### src/rtl/mem_port_arbiter_pkg.sv
// Shared definitions for the external memory port arbiter.
//   state_t     : arbiter FSM states (IDLE -> CMD -> DATA -> IDLE)
//   REQ_*       : conventional requester slot numbers
//   idx_width() : index width for an N-entry vector (at least 1 bit)
package mem_port_arbiter_pkg;

    typedef enum logic [1:0] {
        ST_IDLE = 2'd0,
        ST_CMD  = 2'd1,
        ST_DATA = 2'd2
    } state_t;

    localparam int unsigned REQ_DCACHE = 0;
    localparam int unsigned REQ_ICACHE = 1;
    localparam int unsigned REQ_GP     = 2;

    function automatic int unsigned idx_width(input int unsigned n);
        return (n > 1) ? $clog2(n) : 1;
    endfunction

endpackage

### src/rtl/mem_port_arbiter_rr_pick.sv
// Combinational N-way round-robin picker.
// Searches i_req starting at index i_start, wrapping from N-1 to 0, and
// returns the first set position.
//   i_req    : candidate request vector
//   i_start  : index to begin the search at (must be < N)
//   o_onehot : one-hot winner, zero when no request
//   o_idx    : winner index (0 when no request)
//   o_valid  : at least one request was present
module rr_pick #(
    parameter int unsigned N  = 3,
    parameter int unsigned IW = 2
) (
    input  logic [N-1:0]  i_req,
    input  logic [IW-1:0] i_start,
    output logic [N-1:0]  o_onehot,
    output logic [IW-1:0] o_idx,
    output logic          o_valid
);

    logic [2*N-1:0] w_rot;
    logic [IW:0]    w_sum;

    always_comb begin
        // Rotate the doubled vector so bit 0 is the search start; the first
        // set bit at offset k is then requester (start + k) mod N.
        w_rot   = {i_req, i_req} >> i_start;
        o_valid = 1'b0;
        w_sum   = '0;
        for (int unsigned k = 0; k < N; k++) begin
            if (!o_valid && w_rot[k]) begin
                o_valid = 1'b1;
                w_sum   = {1'b0, i_start} + (IW+1)'(k);
            end
        end
        if (w_sum >= (IW+1)'(N)) begin
            w_sum = w_sum - (IW+1)'(N);
        end
        o_idx    = w_sum[IW-1:0];
        o_onehot = o_valid ? (N'(1) << o_idx) : '0;
    end

endmodule

### src/rtl/mem_port_arbiter.sv
// Shares the single external memory command port among N requesters
// (dcache, icache, graphics fetch). Round-robin arbitration with an urgent
// override; the port stays locked to the winner until its burst completes.
// Command fields are muxed, beat strobes routed; data does not pass here.
//   clk, rst       : clock, synchronous active-high reset
//   req            : per-requester request, held until its ack pulse
//   req_urgent     : urgent qualifier, sampled with req
//   req_addr       : packed addresses, slice i = requester i
//   req_rnw        : 1=read, 0=write
//   req_len        : packed burst lengths minus one
//   ack            : one-cycle pulse when the owner's command is accepted
//   gnt            : one-hot owner, held from CMD through the last beat
//   beat           : mem_beat routed to the owner
//   done           : pulse on the owner's last beat
//   mem_cmd_*      : command channel to the memory controller
//   mem_beat       : one data beat completed by the controller
//   busy           : arbiter not idle
module mem_port_arbiter
    import mem_port_arbiter_pkg::*;
#(
    parameter int unsigned N  = 3,
    parameter int unsigned AW = 32,
    parameter int unsigned LW = 3
) (
    input  logic            clk,
    input  logic            rst,
    input  logic [N-1:0]    req,
    input  logic [N-1:0]    req_urgent,
    input  logic [N*AW-1:0] req_addr,
    input  logic [N-1:0]    req_rnw,
    input  logic [N*LW-1:0] req_len,
    output logic [N-1:0]    ack,
    output logic [N-1:0]    gnt,
    output logic [N-1:0]    beat,
    output logic [N-1:0]    done,
    output logic            mem_cmd_valid,
    input  logic            mem_cmd_ready,
    output logic [AW-1:0]   mem_cmd_addr,
    output logic            mem_cmd_rnw,
    output logic [LW-1:0]   mem_cmd_len,
    input  logic            mem_beat,
    output logic            busy
);

    localparam int unsigned IW = idx_width(N);

    state_t         r_state;
    state_t         w_next;
    logic [N-1:0]   r_gnt;
    logic [IW-1:0]  r_rr_ptr;
    logic [AW-1:0]  r_addr;
    logic           r_rnw;
    logic [LW-1:0]  r_len;
    logic [LW-1:0]  r_cnt;

    logic [N-1:0]   w_urg;
    logic [N-1:0]   w_pick_req;
    logic [N-1:0]   w_win_oh;
    logic [IW-1:0]  w_win_idx;
    logic           w_win_valid;
    logic [AW-1:0]  w_win_addr;
    logic           w_win_rnw;
    logic [LW-1:0]  w_win_len;
    logic           w_last_beat;

    // Urgent requesters, if any, compete only among themselves.
    assign w_urg      = req & req_urgent;
    assign w_pick_req = (|w_urg) ? w_urg : req;

    rr_pick #(
        .N  (N),
        .IW (IW)
    ) u_rr_pick (
        .i_req    (w_pick_req),
        .i_start  (r_rr_ptr),
        .o_onehot (w_win_oh),
        .o_idx    (w_win_idx),
        .o_valid  (w_win_valid)
    );

    always_comb begin
        w_win_addr = '0;
        w_win_rnw  = 1'b0;
        w_win_len  = '0;
        for (int unsigned i = 0; i < N; i++) begin
            if (w_win_oh[i]) begin
                w_win_addr = req_addr[i*AW +: AW];
                w_win_rnw  = req_rnw[i];
                w_win_len  = req_len[i*LW +: LW];
            end
        end
    end

    assign w_last_beat = (r_state == ST_DATA) && mem_beat && (r_cnt == '0);

    always_comb begin
        w_next        = r_state;
        ack           = '0;
        beat          = '0;
        done          = '0;
        mem_cmd_valid = 1'b0;
        busy          = (r_state != ST_IDLE);
        case (r_state)
            ST_IDLE: begin
                if (w_win_valid) begin
                    w_next = ST_CMD;
                end
            end
            ST_CMD: begin
                mem_cmd_valid = 1'b1;
                if (mem_cmd_ready) begin
                    ack    = r_gnt;
                    w_next = ST_DATA;
                end
            end
            ST_DATA: begin
                if (mem_beat) begin
                    beat = r_gnt;
                end
                if (w_last_beat) begin
                    done   = r_gnt;
                    w_next = ST_IDLE;
                end
            end
            default: begin
                w_next = ST_IDLE;
            end
        endcase
    end

    always_ff @(posedge clk) begin
        if (rst) begin
            r_state  <= ST_IDLE;
            r_gnt    <= '0;
            r_rr_ptr <= '0;
            r_addr   <= '0;
            r_rnw    <= 1'b0;
            r_len    <= '0;
            r_cnt    <= '0;
        end else begin
            r_state <= w_next;
            case (r_state)
                ST_IDLE: begin
                    if (w_win_valid) begin
                        r_gnt    <= w_win_oh;
                        r_addr   <= w_win_addr;
                        r_rnw    <= w_win_rnw;
                        r_len    <= w_win_len;
                        r_rr_ptr <= (w_win_idx == IW'(N-1)) ? '0 : w_win_idx + IW'(1);
                    end
                end
                ST_CMD: begin
                    if (mem_cmd_ready) begin
                        r_cnt <= r_len;
                    end
                end
                ST_DATA: begin
                    if (mem_beat) begin
                        if (r_cnt == '0) begin
                            r_gnt <= '0;
                        end else begin
                            r_cnt <= r_cnt - LW'(1);
                        end
                    end
                end
                default: begin
                    r_gnt <= '0;
                end
            endcase
        end
    end

    assign gnt          = r_gnt;
    assign mem_cmd_addr = r_addr;
    assign mem_cmd_rnw  = r_rnw;
    assign mem_cmd_len  = r_len;

endmodule

### config.mk
export PLATFORM = sky130hd
export DESIGN_NAME = mem_port_arbiter
export DESIGN_NICKNAME = d
export VERILOG_FILES = /design/src/rtl/mem_port_arbiter_pkg.sv /design/src/rtl/mem_port_arbiter_rr_pick.sv /design/src/rtl/mem_port_arbiter.sv
export SDC_FILE = /design/constraint.sdc
export NUM_CORES = 1
export LEC_CHECK = 0
export CELL_PAD_IN_SITES_DETAIL_PLACEMENT = 0
export CELL_PAD_IN_SITES_GLOBAL_PLACEMENT = 1
export CORE_MARGIN = 2
export CORE_UTILIZATION = 25
export CTS_CLUSTER_DIAMETER = 150
export DETAILED_ROUTE_END_ITERATION = 10
export PLACE_DENSITY = 0.79
export REMOVE_ABC_BUFFERS = 1
export SLEW_MARGIN = 20
export SYNTH_ARGS = -nofsm -noshare
export SYNTH_HDL_FRONTEND = slang
export SYNTH_SLANG_ARGS = --single-unit
export TNS_END_PERCENT = 10
### constraint.sdc
create_clock -name clk -period 4.74 [get_ports clk]
set_input_delay 0.948 -clock clk [delete_from_list [all_inputs] [get_ports clk]]
set_output_delay 0.948 -clock clk [all_outputs]
set_load 0.01 [all_outputs]
==> results.cfg <==
[synthesis]
netlist_instances = 430
yosysMostFrequentCell = nor2_1
synthDistinctLibCells = 49
synth_edf_count = 0
yosysSeqAreaShare_pct = 29.5
yosysTopAreaCellShare_pct = 29.5
synthArstFlopShare_pct = 0
syn_area_per_cell_sq_um = 7.25
synthesis.area_sq_um = 3120
yosysWarnings = 0
synth_ff_type = dfxtp_1
synthTopCellsByCount = 81 x nor2_1, 46 x dfxtp_1, 38 x a31oi_1, 38 x nand3_1, 36 x o31ai_1
yosysTopAreaCell = dfxtp_1
synth_seq_cells = 46
post_synth_main_area_contributors = dfxtp_1 30%, nor2_1 9.8%, o31ai_1 8.7%

[final_layout]
diodes = 0
drive_above_1_share_pct = 6.57
fillCellCount = 1259
nNetsFinal = 699
syn_to_final_growth_pct = 62.9
final_area_sq_um = 5080

[die]
core-area_sq_um = 12100
die_area_sq_um = 13400
initial_core_util_pct = 25.7
die_y_microns = 116
ioPinCount = 168
row_count = 40
fp.dieW_microns = 116

[timing]
setup_viol_count_final = 0
fin_skew_ns = 0.00535
hold_viol = 0
timing.final.crit_share_pct = 91.3
whs_ns = 0.510
fmax_mhz = 231
slew-limit-headroom_pct = 39.5
worst_pin_slew_ns = 0.907
maxSlewViolCount = 0
rsz0062_at_grt = no
fin_crit_ns = 4.33

[global_routing]
grt_pass1_wl_microns = 18500
antenna_found_initial = 0
grt_max_degree = 47
grt_pass1_vias = 3787
groute.usage.overall_pct = 17.3
grt.overflow.total = 0

[cts]
clkTransAtPathRegs_ns = 0.06
root_buffer = clkbuf_16
numCtsBuffers = 5
clockBufferDepth = 2
numClockSinks = 46
ctsHoldBuffers = 0
clk_latency_ns = 0.28
cts_tree = yes
htree_levels = 2
post_cts_buffers = 0
cts_resized = 0

[drt]
num_vias = 3859
vias_per_cell = 5.17
wl_per_cell_microns = 16.1
final_antenna_net_count = 0
wl_microns = 12000
first_pass_iters = 6
drt_iter0_drc = 307
drc = 0

[critical_path]
worst-setup-path-type = in2reg
worst-path-max-fanout = 37
critPathRequiredTime_ns = 4.94
critPathLaunchType = input port
worst_ep_arrival_time_ns = 4.53
endpoint_kind = register

[place]
portBuffers = 167
place_area_sq_um = 4910
gp_congestion = 0.817
dp_hpwl_microns = 8370

[hold_path]
hold_class = reg2reg

[power]
p_leak_nw = 1.86
vdd_drop_max_mv = 0.186
p_per_area_nw_per_um2 = 363

[run]
maxCapViolations = 0

[status]
status = finished, final reports clean
## placed cells by master (no fill, tap or decap), types with 5 or more instances in the layout
master / count
nand3_1: 38
nand2_1: 19
buf_4: 11
and3_1: 7
nor2_1: 80
a31oi_1: 38
nor2b_1: 6
o31ai_1: 36
dfxtp_1: 46
a21oi_1: 12
o21ai_1: 30
clkdlybuf4s50_1: 166
o21ai_0: 19
clkbuf_16: 5
nand2b_1: 6
## final cells by class
type                            count  area (sq um)  share of cell area (%)
Inverter                            5          21.3                   0.419
Sequential cell                    46           921                    18.1
Timing Repair Buffer              179          1770                    34.8
Tap cell                          168           210                    4.14
Clock buffer                        6           129                    2.54
Clock inverter                      2          37.5                   0.739
Multi-Input combinational cell    340          1990                    39.2
## cells by family after synthesis
| group | share of synthesized area [%] |
|---|---|
| adder cells (fa/ha/maj) | 1.61 |
| buffers and inverters | 7.95 |
| AO/OA/AOI/OAI | 34.9 |
| flip-flops | 29.5 |
| AND/OR/NAND/NOR | 26.0 |
## flip-flops by register name (all words and copies together) (netlist names)
register / flops
mem_cmd_addr: 32
r_state: 2
mem_cmd_len: 3
gnt: 3
mem_cmd_rnw: 1
r_rr_ptr: 2
r_cnt: 3
## report_power, final
part,switching [mW],leakage [nW],internal (mW),total [mW]
combinational,0.494,1.40,0.418,0.912
sequential,0.0578,0.381,0.473,0.531
clock,0.153,0.0771,0.249,0.402
total,0.704,1.86,1.14,1.84
## routing by layer
metal	GRT usage, %	vias up	part of all wire, %	wire length, microns
li1	-	1881	-	-
met1	21.0	1798	41	4970
met2	30.6	172	49	5930
met3	4.34	8	8.4	1010
met4	3.97	0	0.82	98
met5	0	-	0	0
## per-stage QoR
| step | power [mW] | TNS [ns] | utilization (%) | std cells | setup WS (ns) |
|---|---|---|---|---|---|
| final | 1.84 | 0 | 41.9 | 746 | 0.410 |
| after global routing | 1.97 | 0 | 41.9 | 746 | 0.187 |
| after global placement | 1.44 | 0 | 40.6 | 738 | 0.398 |
| after CTS | 1.86 | 0 | 41.9 | 746 | 0.497 |
| after floorplan | 0.973 | -37.54 | - | 391 | -1.04 |
| after detailed placement | 1.45 | 0 | 40.6 | 738 | 0.204 |
## critical path, cell delays in order
cell             delay (ns)
clkdlybuf4s50_1        0.71
nand2_1                0.18
a21o_1                 0.24
a31oi_1                0.23
a2bb2oi_1              0.30
nand2_1                0.09
ha_1                   0.20
a31oi_1                0.26
o2111ai_1              0.34
nor4_4                 0.23
buf_4                  0.42
o21ai_0                0.20
a21oi_1                0.16
## path summary, 6_finish.rpt
kind | from | slack (ns) | cells past startpoint | endpoint
worst min-delay path | gnt[1] | 0.51 | 2 | gnt[1]
worst min register to register | gnt[1] | 0.51 | 2 | gnt[1]
worst max register to register | r_rr_ptr[1] | 1.34 | 11 | r_rr_ptr[1]
worst max-delay path | req[0] | 0.41 | 13 | r_rr_ptr[1]
No activity file was read; power rests on OpenSTA's default activity.
